===== config.mk =====
export PLATFORM = sky130hd
export DESIGN_NAME = x_sys_driver
export DESIGN_NICKNAME = d
export VERILOG_FILES = /design/src/rtl/x_sys_driver.sv
export SDC_FILE = /design/constraint.sdc
export NUM_CORES = 1
export LEC_CHECK = 0
export CAP_MARGIN = 10
export CELL_PAD_IN_SITES_DETAIL_PLACEMENT = 1
export CELL_PAD_IN_SITES_GLOBAL_PLACEMENT = 2
export CORE_MARGIN = 2
export CORE_UTILIZATION = 31
export CTS_BUF_LIST = sky130_fd_sc_hd__clkbuf_4 sky130_fd_sc_hd__clkbuf_8
export DETAILED_ROUTE_END_ITERATION = 7
export PLACE_DENSITY_LB_ADDON = 0.1
export SLEW_MARGIN = 20
export SYNTH_ARGS = -nofsm -noshare
export SYNTH_HDL_FRONTEND = slang
export SYNTH_SLANG_ARGS = --single-unit

===== constraint.sdc =====
create_clock -name clk -period 5 [get_ports clk]
set_input_delay 1.5 -clock clk [delete_from_list [all_inputs] [get_ports clk]]
set_output_delay 1.5 -clock clk [all_outputs]
set_load 0.05 [all_outputs]

===== src/rtl/x_sys_driver.sv =====
// ============================================================================
// Module      : x_sys_driver
// Description : Sweeps a fixed 40-entry operand set into the x_system function
//               unit and compacts every returned Z into a running signature.
//               Optional define X_SYS_DRIVER_MISR_EN selects a MISR signature;
//               otherwise the signature is an additive checksum.
// Revision    : 1.0 - initial release
// ============================================================================
`default_nettype none

module x_sys_driver #(
  parameter int          SETTLE  = 4,
  parameter logic [21:0] EXP_SIG = 22'h000000
) (
  input  logic        clk,
  input  logic        rst,
  input  logic        i_start,
  input  logic [21:0] i_z,
  output logic [4:0]  o_x,
  output logic [1:0]  o_sel,
  output logic        o_type,
  output logic        o_busy,
  output logic        o_done,
  output logic        o_pass,
  output logic [5:0]  o_vec_idx,
  output logic        o_z_valid,
  output logic [21:0] o_z_data,
  output logic [21:0] o_sig
);

  // A settle time of zero still needs one APPLY cycle before capture.
  localparam int                 c_SETTLE_EFF = (SETTLE < 1) ? 1 : SETTLE;
  localparam int                 c_CNT_W      = $clog2(c_SETTLE_EFF + 1);
  localparam logic [c_CNT_W-1:0] c_CNT_LAST   = c_CNT_W'(c_SETTLE_EFF - 1);
  localparam logic [5:0]         c_LAST_IDX   = 6'd39;
  localparam logic [2:0]         c_LAST_XPOS  = 3'd4;

  typedef enum logic [1:0] {
    S_IDLE    = 2'd0,
    S_APPLY   = 2'd1,
    S_CAPTURE = 2'd2,
    S_DONE    = 2'd3
  } state_t;

  state_t             r_state;
  logic [c_CNT_W-1:0] r_cnt;
  logic [2:0]         r_xpos;
  logic [21:0]        w_sig_next;
  logic [2:0]         w_xpos_next;
  logic               w_xpos_wrap;

  function automatic logic [4:0] x_lut(input logic [2:0] pos);
    case (pos)
      3'd0:    return 5'b11111;
      3'd1:    return 5'b00001;
      3'd2:    return 5'b00000;
      3'd3:    return 5'b01001;
      default: return 5'b01111;
    endcase
  endfunction

`ifdef X_SYS_DRIVER_MISR_EN
  assign w_sig_next = {o_sig[20:0], o_sig[21] ^ o_sig[20]} ^ i_z;
`else
  assign w_sig_next = o_sig + i_z;
`endif

  always_comb begin
    w_xpos_wrap = (r_xpos == c_LAST_XPOS);
    w_xpos_next = w_xpos_wrap ? 3'd0 : r_xpos + 3'd1;
  end

  always_ff @(posedge clk) begin
    if (rst) begin
      r_state   <= S_IDLE;
      r_cnt     <= '0;
      r_xpos    <= '0;
      o_x       <= '0;
      o_sel     <= '0;
      o_type    <= 1'b0;
      o_busy    <= 1'b0;
      o_done    <= 1'b0;
      o_pass    <= 1'b0;
      o_vec_idx <= '0;
      o_z_valid <= 1'b0;
      o_z_data  <= '0;
      o_sig     <= '0;
    end else begin
      o_z_valid <= 1'b0;
      case (r_state)
        S_IDLE, S_DONE: begin
          if (i_start) begin
            r_state   <= S_APPLY;
            r_cnt     <= '0;
            r_xpos    <= '0;
            o_x       <= x_lut(3'd0);
            o_sel     <= 2'd0;
            o_type    <= 1'b1;
            o_vec_idx <= '0;
            o_sig     <= '0;
            o_busy    <= 1'b1;
            o_done    <= 1'b0;
            o_pass    <= 1'b0;
          end
        end
        S_APPLY: begin
          r_cnt <= r_cnt + 1'b1;
          if (r_cnt == c_CNT_LAST) begin
            r_state <= S_CAPTURE;
          end
        end
        S_CAPTURE: begin
          o_z_data  <= i_z;
          o_sig     <= w_sig_next;
          o_z_valid <= 1'b1;
          if (o_vec_idx == c_LAST_IDX) begin
            r_state <= S_DONE;
            o_busy  <= 1'b0;
            o_done  <= 1'b1;
            o_pass  <= (w_sig_next == EXP_SIG);
          end else begin
            r_state   <= S_APPLY;
            r_cnt     <= '0;
            o_vec_idx <= o_vec_idx + 6'd1;
            r_xpos    <= w_xpos_next;
            o_x       <= x_lut(w_xpos_next);
            // Type runs 1 then 0 within each Sel group.
            if (w_xpos_wrap) begin
              if (o_type) begin
                o_type <= 1'b0;
              end else begin
                o_type <= 1'b1;
                o_sel  <= o_sel + 2'd1;
              end
            end
          end
        end
        default: r_state <= S_IDLE;
      endcase
    end
  end

endmodule

`default_nettype wire


==> results_dict.tcl <==
set metrics [dict create \
    run_status "finished clean" \
    detail-route-antenna-nets 0 \
    grt_overflow 0 \
    drt_pass1_iterations 4 \
    detailed_place.area_mm2 0.004920 \
    max_slew.worst_pin.slew_ns 0.8345 \
    post_cts.resized_instances 0 \
    place_congestion 0.8354 \
    ys_async_sr_fraction 0 \
    finish.net_count 588 \
    ctsHtreeMaxLevel 3 \
    finalCritPeriodShare 0.9001 \
    die_x_um 116.4 \
    cts.sinks 69 \
    tritoncts "done" \
    die-height_um 116.4 \
    dpl.cell_count 694 \
    critPathLaunchType "primary input" \
    post_drt_wl_per_cell_um 16.42 \
    synth.yosys.seq_area_share 0.3528 \
    holdBufCountCts 0 \
    coreArea_mm2 0.01247 \
    register_area_mm2 0.001381 \
    hpwl_mm 8.658 \
    drive_above_1_share 0.06134 \
    netlist.area_leader.share 0.3528 \
    grt_antenna_before_repair 0 \
    synth.distinct_cells 66 \
    report.final.slew_viol_count 0 \
    total_via_count_after_detailed_routing 3594 \
    avgViaCountPerCell 5.062 \
    cts.reportedPaths.clkPinSlew_ns 0.08 \
    synthTopCellsByArea "sky130_fd_sc_hd__dfxtp_1 35%, sky130_fd_sc_hd__ha_1 9.3%, sky130_fd_sc_hd__nor2_1 6.2%, sky130_fd_sc_hd__mux2i_1 6.1%, sky130_fd_sc_hd__a21oi_1 3.3%" \
    syn_area_mm2 0.003915 \
    power.static_leakage_nw 1.977 \
    detail_route.wirelength_mm 11.66 \
    yosys.cell_count.top_type "sky130_fd_sc_hd__dfxtp_1" \
    clock_latency_ns 0.37 \
    cp_max_fo 4 \
    summed_area_of_non_filler_cells_in_the_final_layout_mm2 0.005191 \
    hold_class "reg -> reg" \
    cp_data_arrival_time_ns 4.79 \
    cts_setup_buffers 0 \
    drt_first_iter_violations 150 \
    grt_usage 0.1864 \
    highest_achievable_clock_rate_mhz 222.2 \
    grt_max_degree 44 \
    vdd.ir_drop.worst_mv 0.1089 \
    global_route_wire_length_before_repair_mm 19.54 \
    combined_area_of_the_multi_input_logic_cells_mm2 0.002361 \
    setup-tns-final_ns 0 \
    min_delay_worst_endpoint "r_cnt[2]" \
    crit_type "in -> reg" \
    rr_startpoint "o_sig[0]" \
    netlist_instances 453 \
    synth_top_cell_by_area "sky130_fd_sc_hd__dfxtp_1" \
    worst-endpoint-required_ns 5.29 \
    hold_depth 2 \
    crit_chain "clkdlybuf4s50_1, ha_1, inv_1, fa_1, and2b_1, o22a_1, xor2_1, or4b_1, or4_1, nor4b_2, o2111ai_1, o41ai_2" \
    grt_setup_unrepaired "false" \
    clock_path_buffers 2 \
    vias_in_the_first_global_route 3817 \
    synth_ff_type "sky130_fd_sc_hd__dfxtp_1" \
    hold_start "r_cnt[2]" \
    finish.utilization 0.4164 \
    initial_core_util 0.3141 \
    cts_made_buffers 9 \
    syn_area_per_cell_um2 8.642 \
    worst_path_largest_cell_delay_ns 0.54 \
    final.fill_count 1482 \
    finalHoldViolCount 0 \
    cpMaxStageDelayCell "sky130_fd_sc_hd__or4b_1" \
    timing.max_cap.violations 0 \
    rr_endpoint "o_pass" \
    place.port_buffers 86 \
    flow.area_growth_from_synthesis_pct 32.60 \
    cts.root.buffer_cell "sky130_fd_sc_hd__clkbuf_8" \
    number_of_warnings_printed_during_yosys_synthesis 0 \
    worstSetupEndpointType "flop" \
    row_count 41 \
    synth.ff_latch_count 69 \
    route.detailed.drc 0 \
    synth_fp_nets 508 \
    instances_no_fill 710 \
    synth.cells.most_frequent "69 x sky130_fd_sc_hd__dfxtp_1, 65 x sky130_fd_sc_hd__nor2_1, 29 x sky130_fd_sc_hd__ha_1, 28 x sky130_fd_sc_hd__nand2_1, 26 x sky130_fd_sc_hd__a21oi_1" \
    antennaDiodeCount 0 \
    setup_viol 0 \
    reg2reg_setup_slack_ns 1.75 \
    worstRegToRegCells 11 \
    dieArea_mm2 0.01354 \
    power_density_mw_per_mm2 265.1 \
    pin_count 87 \
    finClkSkew_ns 0.006926 \
    slew-limit-headroom 0.4437 \
    post-route-min-period_ns 4.500 \
    synth_edf_count 0 \
]
==> worst max-delay path, delay by kind of cell <==
family                     cells  cell delay [ns]
adders and majority gates      2             0.59
AOI/OAI and AO/OA              3             0.56
buffers and inverters          2             0.55
and+or+nand+nor                4             1.52
xor gates and xnor gates       1             0.07
==> power by group <==
group / switching, W / total, W / internal (W)
clock: 0.000240 / 0.000635 / 0.000395
sequential: 0.00000657 / 0.000564 / 0.000558
combinational: 0.000112 / 0.000177 / 0.0000642
total: 0.000359 / 0.00138 / 0.00102
==> worst max path at each step <==
stage	endpoint	slack, ns	cells past startpoint	start
2_1_floorplan	o_pass	0.90	11	i_z[0]
3_5_place_dp	o_pass	0.08	12	i_z[0]
6_report	o_pass	0.50	12	i_z[0]
5_1_grt	o_pass	0.29	12	i_z[0]
3_3_place_gp	o_pass	0.17	12	i_z[0]
4_1_cts	o_pass	0.50	12	i_z[0]
==> area by class of cell <==
cell class              count  share of cell area
clock inverters             6             0.02579
flip-flops and latches     69              0.2661
inverters                  19             0.01374
multi-input cells         344              0.4548
well taps                 172             0.04146
clock buffers              10             0.02651
repair buffers             90              0.1716
==> layout by cell type (no fill, tap or decap), drive strengths merged, types with 4 or more instances in the layout <==
cell type	count
a211oi	9
nand3	9
a22o	15
o21a	4
o21ai	21
clkbuf	10
buf	4
mux2i	24
nor2	65
nor3	9
a21oi	26
dfxtp	69
clkdlybuf4s50	86
nand3b	4
bufinv	4
nor2b	9
a21o	4
a31oi	5
nand2b	4
xor2	10
nand2	28
inv	19
ha	29
nand4	6
xnor2	11
==> routing by layer <==
layer,vias up,part of all wire,track usage
met5,-,0,0
met4,0,0.016,0.06508
met3,14,0.030,0.04100
met2,60,0.49,0.3109
met1,1731,0.47,0.2381
li1,1789,-,-
==> sequential cells by signal (all words and copies together), names as in the netlist, 2 cells and up <==
name / cells
o_sig: 22
r_state: 2
o_z_data: 22
o_sel: 2
o_vec_idx: 6
r_xpos: 3
o_x: 4
r_cnt: 3
==> per-stage QoR <==
step / worst slack (ns) / total power (W) / hold WS [ns]
floorplan: 0.8984 / 0.0006910 / 0.4293
global placement: 0.1653 / 0.0007532 / 0.4391
detailed placement: 0.08486 / 0.0007557 / 0.4519
CTS: 0.4972 / 0.001402 / 0.4636
global route: 0.2913 / 0.001440 / 0.4951
finish: 0.4997 / 0.001376 / 0.4618
==> cells by family (layout without fill, tap and decap cells) <==
| kind of cell | count (synthesis) | count (layout) | synth area share |
|---|---|---|---|
| buffers and inverters | 40 | 125 | 0.04602 |
| adder cells (fa/ha/maj) | 30 | 30 | 0.09780 |
| AO/OA/AOI/OAI | 115 | 115 | 0.2045 |
| XOR/XNOR | 21 | 21 | 0.04698 |
| AND/OR/NAND/NOR | 153 | 153 | 0.1876 |
| multiplexers | 25 | 25 | 0.06424 |
| flip-flops | 69 | 69 | 0.3528 |
(Power assumes the default switching activity.)
